## src/rtl/code_entry.sv

```systemverilog
// ----------------------------------------------------------------------------
// code_entry
// Keypad digit capture and code comparison stage that feeds the lock
// controller. Collects digits into an entry buffer while read_input is high,
// holds the stored user code (uc), and reports length/match status for the
// comparison type selected by compareType.
//
// Ports:
//   hwclk          system clock
//   reset          synchronous, active-high reset
//   button[3:0]    keypad value, valid while bstate is high
//   bstate         key-held level; a release (1->0) is a press event
//   read_input     entry window from the controller
//   compareType    00 COMPAREPC, 01 COMPAREUC, 10 MATCHUC, 11 STOREUC
//   store          rising edge commits the candidate as the user code
//   correct_input  comparison result (combinational from registers)
//   data_ready     registered ~read_input
//   validLength    entry length within user-code limits
//   validLengthPC  entry length equals the program-code length
//
// Optional feature: define CODE_LOCKOUT_EN to add a failed-attempt counter
// that locks out comparisons and digit entry for LOCKOUT_CYCLES cycles after
// three consecutive failed COMPAREUC attempts.
// ----------------------------------------------------------------------------
module code_entry #(
    parameter int unsigned                   MAX_LEN        = 8,
    parameter int unsigned                   MIN_LEN        = 4,
    parameter int unsigned                   PC_LEN         = 6,
    parameter logic [4*PC_LEN-1:0]           PC_VALUE       = 24'h123456,
    parameter int unsigned                   UC_DEFAULT_LEN = 4,
    parameter logic [4*UC_DEFAULT_LEN-1:0]   UC_DEFAULT     = 16'h1234,
    parameter int unsigned                   LOCKOUT_CYCLES = 12_000_000
) (
    input  logic       hwclk,
    input  logic       reset,
    input  logic [3:0] button,
    input  logic       bstate,
    input  logic       read_input,
    input  logic [1:0] compareType,
    input  logic       store,
    output logic       correct_input,
    output logic       data_ready,
    output logic       validLength,
    output logic       validLengthPC
);

    localparam int unsigned EW = 4 * MAX_LEN;
    localparam int unsigned CW = $clog2(MAX_LEN + 1);

    localparam logic [1:0] T_COMPAREPC = 2'b00;
    localparam logic [1:0] T_COMPAREUC = 2'b01;
    localparam logic [1:0] T_MATCHUC   = 2'b10;
    localparam logic [1:0] T_STOREUC   = 2'b11;

    localparam logic [EW-1:0] PC_EXT = EW'(PC_VALUE);
    localparam logic [EW-1:0] UC_EXT = EW'(UC_DEFAULT);

    logic [EW-1:0] entry;
    logic [CW-1:0] count;
    logic          ovf;
    logic [EW-1:0] cand;
    logic [CW-1:0] cand_len;
    logic [EW-1:0] uc;
    logic [CW-1:0] uc_len;
    logic [3:0]    btn_q;
    logic          prev_bstate;
    logic          prev_read;
    logic [1:0]    prev_type;
    logic          prev_store;

    logic press;
    logic is_digit;
    logic rd_rise;
    logic type_chg;
    logic clear;
    logic take_digit;
    logic store_rise;
    logic pc_match;
    logic uc_match;
    logic cand_match;
    logic locked;

    // Event decode
    assign press      = prev_bstate & ~bstate;
    assign is_digit   = (btn_q <= 4'd6);
    assign rd_rise    = read_input & ~prev_read;
    assign type_chg   = read_input & (compareType != prev_type);
    assign clear      = rd_rise | type_chg;
    assign take_digit = press & is_digit & read_input & ~locked;
    assign store_rise = store & ~prev_store;

    // Comparisons against the three reference codes
    assign pc_match   = (entry == PC_EXT) && (count == CW'(PC_LEN));
    assign uc_match   = (entry == uc)     && (count == uc_len);
    assign cand_match = (entry == cand)   && (count == cand_len);

    assign validLength   = ~ovf & (count >= CW'(MIN_LEN)) & (count <= CW'(MAX_LEN));
    assign validLengthPC = ~ovf & (count == CW'(PC_LEN));

    // Result is only meaningful once the entry window has closed
    always_comb begin
        correct_input = 1'b0;
        if (!read_input && !locked) begin
            case (compareType)
                T_COMPAREPC: correct_input = pc_match;
                T_COMPAREUC: correct_input = uc_match;
                T_MATCHUC:   correct_input = cand_match;
                T_STOREUC:   correct_input = 1'b0;
                default:     correct_input = 1'b0;
            endcase
        end
    end

    // Entry buffer, candidate/user code storage and edge-detect history
    always_ff @(posedge hwclk) begin
        if (reset) begin
            entry       <= '0;
            count       <= '0;
            ovf         <= 1'b0;
            cand        <= '0;
            cand_len    <= '0;
            uc          <= UC_EXT;
            uc_len      <= CW'(UC_DEFAULT_LEN);
            btn_q       <= 4'd0;
            prev_bstate <= 1'b0;
            prev_read   <= 1'b0;
            prev_type   <= T_COMPAREPC;
            prev_store  <= 1'b0;
            data_ready  <= 1'b0;
        end else begin
            prev_bstate <= bstate;
            btn_q       <= button;
            prev_read   <= read_input;
            prev_type   <= compareType;
            prev_store  <= store;
            data_ready  <= ~read_input;

            // Clear wins over a coincident press; leaving STOREUC snapshots the entry
            if (clear) begin
                if (type_chg && (prev_type == T_STOREUC)) begin
                    cand     <= entry;
                    cand_len <= count;
                end
                entry <= '0;
                count <= '0;
                ovf   <= 1'b0;
            end else if (take_digit) begin
                if (count < CW'(MAX_LEN)) begin
                    entry <= {entry[EW-5:0], btn_q};
                    count <= count + CW'(1);
                end else begin
                    ovf <= 1'b1;
                end
            end

            // Nonblocking read of cand: a coincident snapshot is seen next edge
            if (store_rise) begin
                uc     <= cand;
                uc_len <= cand_len;
            end
        end
    end

`ifdef CODE_LOCKOUT_EN
    localparam int unsigned LW = $clog2(LOCKOUT_CYCLES + 1);

    logic [1:0]    fail_cnt;
    logic [LW-1:0] lock_cnt;
    logic          attempt;

    // data_ready rises exactly one cycle after read_input falls; keying on the
    // falling window edge avoids counting the idle data_ready rise after reset
    assign attempt = prev_read & ~read_input & (compareType == T_COMPAREUC) & ~locked;

    // Consecutive-failure counter and lockout timer
    always_ff @(posedge hwclk) begin
        if (reset) begin
            fail_cnt <= 2'd0;
            lock_cnt <= '0;
            locked   <= 1'b0;
        end else if (locked) begin
            if (lock_cnt == LW'(1)) begin
                locked <= 1'b0;
            end
            lock_cnt <= lock_cnt - LW'(1);
        end else if (attempt) begin
            if (uc_match) begin
                fail_cnt <= 2'd0;
            end else if (fail_cnt == 2'd2) begin
                fail_cnt <= 2'd0;
                locked   <= 1'b1;
                lock_cnt <= LW'(LOCKOUT_CYCLES);
            end else begin
                fail_cnt <= fail_cnt + 2'd1;
            end
        end
    end
`else
    logic unused_lockout;

    assign locked         = 1'b0;
    assign unused_lockout = ^32'(LOCKOUT_CYCLES);
`endif

endmodule

```

## config.mk

```make
export PLATFORM = sky130hd
export DESIGN_NAME = code_entry
export DESIGN_NICKNAME = d
export VERILOG_FILES = /design/src/rtl/code_entry.sv
export SDC_FILE = /design/constraint.sdc
export NUM_CORES = 1
export LEC_CHECK = 0
export CORE_ASPECT_RATIO = 0.8
export CORE_MARGIN = 2
export CORE_UTILIZATION = 60
export CTS_CLUSTER_SIZE = 8
export DETAILED_ROUTE_END_ITERATION = 8
export GPL_ROUTABILITY_DRIVEN = 0
export GPL_TIMING_DRIVEN = 0
export PLACE_DENSITY = 0.77
export RECOVER_POWER = 100
export SYNTH_ARGS = -nofsm -noshare
export SYNTH_HDL_FRONTEND = slang
export SYNTH_SLANG_ARGS = --single-unit
```

## constraint.sdc

```tcl
create_clock -name hwclk -period 2.1 [get_ports hwclk]
set_input_delay 0.315 -clock hwclk [delete_from_list [all_inputs] [get_ports hwclk]]
set_output_delay 0.315 -clock hwclk [all_outputs]
set_load 0.05 [all_outputs]
```

==> qor.yml <==
status:
  status: "finished, violations left"
  violations: "negative setup slack"
critical_path:
  cp_top_family: "simple AND/OR/NAND/NOR gates"
  r2r_slack_ps: 280
  criticalPathCategory: "flip-flop to output port"
  worstPathArrival_ps: 2220
  rr_startpoint: "prev_type[1]$_SDFF_PP0_"
  path_max_fanout: 4
  slowest_delay_ps: 360
  worst_ep_required_time_ps: 1780
  ff2ff_path_depth: 6
  critPathCaptureType: "output port"
  crit_chain: "inv_2, ha_4, nand3b_1, nor4_1, nand4_1, o311ai_4, buf_6"
  slowest_stage: "dfxtp_4"
  start_kind: "flip-flop"
  r2r_end: "entry[13]$_SDFFE_PP0P_"
  worst-path-buf-inv: 2
yosys:
  ys_warn_count: 0
  yosysUniqueCellTypes: 37
  synthCells: 612
  syn_area_per_cell_um2: 8.660
  synth_seq_cells: 119
  syn-num-nets: 626
  synthesis.area_um2: 5300
  ys_seq_area_share_pct: 44.95
timing:
  finalHoldViolCount: 0
  max_freq_mhz: 395.2
  finalCriticalPeriod_ps: 2531
  slew_viol_final: 0
  finalSetupTns_ps: -430.6
  rsz0062_at_grt: "yes"
  finalCritPeriodShare_pct: 120.5
  fin_ws_ps: -430.6
  tightest_slew_ps: 623.4
  final-setup-viol-count: 1
  clock-skew-final_ps: 9.170
  relSlewSlack_pct: 58.44
clocking:
  htree_num_levels: 4
  cts_tree: "yes"
  path_clk_slew_ps: 60
  cts_buffers: 17
  clk_latency_ps: 530
  clock_path_buffers: 2
  cts.root.buffer_cell: "clkbuf_8"
  cts_hold_buf: 0
  cts.sinks: 119
finish:
  stdcell_area_um2: 6460
  nets: 654
  fillers: 573
  syn_to_final_growth_pct: 21.88
  antennaDiodeCount: 0
  drive_above_1_share_pct: 21.35
floorplan:
  initial_core_util_pct: 62.20
  die_x_um: 109.1
  core_um2: 8521
  ios: 15
  dieArea_um2: 9606
  rows: 30
  die_y_um: 88.07
worst_hold_path:
  hold_class: "input pin to flip-flop"
  min_to: "data_ready$_SDFF_PP0_"
  hp-start: "read_input"
  hold_depth: 2
routing:
  drtIter0Drc: 426
  vias_per_cell: 5.945
  first_pass_iters: 5
  wl_um: 14460
  drtAntennaViolNets: 0
  routedWlPerCell_um: 18.95
  drc_errors: 0
  dr_total_vias: 4536
global_routing:
  grt_pass1_wl_um: 22730
  grt_start_max_net_pins: 17
  grt_pass1_vias: 4282
  antenna_found_initial: 0
  overflow: 0
  track_usage_pct: 32.49
power:
  peakVddDrop_mv: 0.6077
  p_leak_nw: 2.108
  power_density_nw_per_um2: 792.9
place:
  place_area_um2: 5588
  io_buffers: 13
  dp_hpwl_um: 9764
job:
  cap_violations: 0
## worst reg2reg max path, stage by stage, from the launching register on
cell and delay (ps):
dfxtp_1 340, xnor2_1 130, nand3_1 100, a21o_1 140, clkbuf_1 470, clkbuf_2 440
nor2_2 80
## logic make-up (layout without fill, tap and decap cells)
logic type / count (synthesis) / after routing / synth area share [%]
flops: 119 / 119 / 44.95
mux: 32 / 32 / 6.043
xor+xnor: 74 / 74 / 12.23
compound gates: 75 / 75 / 7.578
fa+ha+maj: 3 / 3 / 0.7083
buf+inv: 60 / 99 / 5.878
simple gates: 249 / 249 / 22.62
## placed cells by master, fill, tap and decap left out, drive strengths merged, types with 9 or more instances in the layout
| master | n |
|---|---|
| mux2i | 32 |
| dfxtp | 119 |
| nor2 | 41 |
| nor2b | 10 |
| xor2 | 14 |
| clkbuf | 62 |
| nand4 | 18 |
| nor4 | 9 |
| buf | 19 |
| a21oi | 68 |
| xnor2 | 60 |
| nand2 | 147 |
## routing by layer
layer | vias to the layer above | wire length [um] | GRT usage [%] | part of all wire [%]
met2 | 234 | 6611 | 49.07 | 46
met1 | 2201 | 5956 | 43.54 | 41
met3 | 40 | 1524 | 10.12 | 11
met5 | - | 0 | 0 | 0
met4 | 0 | 366 | 13.05 | 2.5
li1 | 2061 | - | - | -
## metrics by stage
stage                     power [W]  utilization (%)  cells  setup slack [ps]  hold WS [ps]
final                      0.005122            75.82    763            -430.6         36.38
after global routing       0.005260            75.82    763            -540.1         45.94
after CTS                  0.005121            75.15    762            -371.5         21.54
after detailed placement   0.002553            65.58    737             -1243         460.1
after global placement     0.002546            65.58    737             -1225         454.8
after floorplan            0.002474                -    612             86.66         443.2
## Yosys cell counts (all sizes together)
| cell | count | area, um2 |
|---|---|---|
| nand2 | 147 | 551.8 |
| dfxtp | 119 | 2382 |
| a21oi | 68 | 340.3 |
| xnor2 | 60 | 525.5 |
| clkbuf | 41 | 168.9 |
| nor2 | 41 | 224.0 |
| mux2i | 32 | 320.3 |
| nand4 | 18 | 112.6 |
| buf | 15 | 127.6 |
| xor2 | 14 | 122.6 |
| nor2b | 10 | 62.56 |
| nor4 | 9 | 56.30 |
| nand3b | 8 | 60.06 |
| inv | 4 | 15.01 |
| nand3 | 4 | 20.02 |
| ha | 3 | 37.54 |
| nor4b | 3 | 26.28 |
| nand2b | 2 | 12.51 |
| nor3 | 2 | 10.01 |
| a21o | 1 | 7.510 |
| a221oi | 1 | 8.760 |
| a311oi | 1 | 15.01 |
| a31oi | 1 | 6.260 |
| a41oi | 1 | 8.760 |
| and4 | 1 | 8.760 |
| nand4b | 1 | 8.760 |
| nand4bb | 1 | 27.53 |
| nor3b | 1 | 7.510 |
| nor4bb | 1 | 10.01 |
| o22ai | 1 | 6.260 |
| o311ai | 1 | 8.760 |
## area by class of cell
type / instances / area (um2) / area share (%)
clock buffers: 26 / 478.0 / 7.399
clock inverters: 4 / 45.04 / 0.6973
repair buffers: 20 / 190.2 / 2.944
inverters: 4 / 15.01 / 0.2324
well taps: 112 / 140.1 / 2.169
flip-flops and latches: 119 / 2429 / 37.59
plain buffers: 45 / 265.3 / 4.106
multi-input cells: 433 / 2898 / 44.86
## report_power, final
part	switching (W)	internal, W
registers	0.0000160	0.00227
clock network	0.000969	0.00164
logic	0.000148	0.0000762
## flip-flops by register name, summed over array words and instances (netlist names)
signal,flops
uc_len,4
prev_store,1
data_ready,1
count,4
prev_read,1
uc,32
cand,32
prev_type,2
entry,32
prev_bstate,1
ovf,1
btn_q,4
cand_len,4
## worst max path at each step
stage / end / slack, ps / depth (start not counted) / start
after floorplan: correct_input / 90 / 6 / entry[24]$_SDFFE_PP0P_
after CTS: correct_input / -370 / 6 / entry[22]$_SDFFE_PP0P_
after global placement: correct_input / -1220 / 7 / compareType[0]
final: correct_input / -430 / 7 / count[0]$_SDFFE_PP0P_
after detailed placement: correct_input / -1240 / 7 / compareType[0]
after global routing: correct_input / -540 / 7 / count[2]$_SDFFE_PP0P_
## repair_timing
item	in CTS	in global routing
gates resized for setup	89	13
buffers inserted	6	1
pin swaps	17	1
setup endpoints to repair	3	3
endpoints found under the hold margin	0	0
Power figures use the tool's default switching activity.
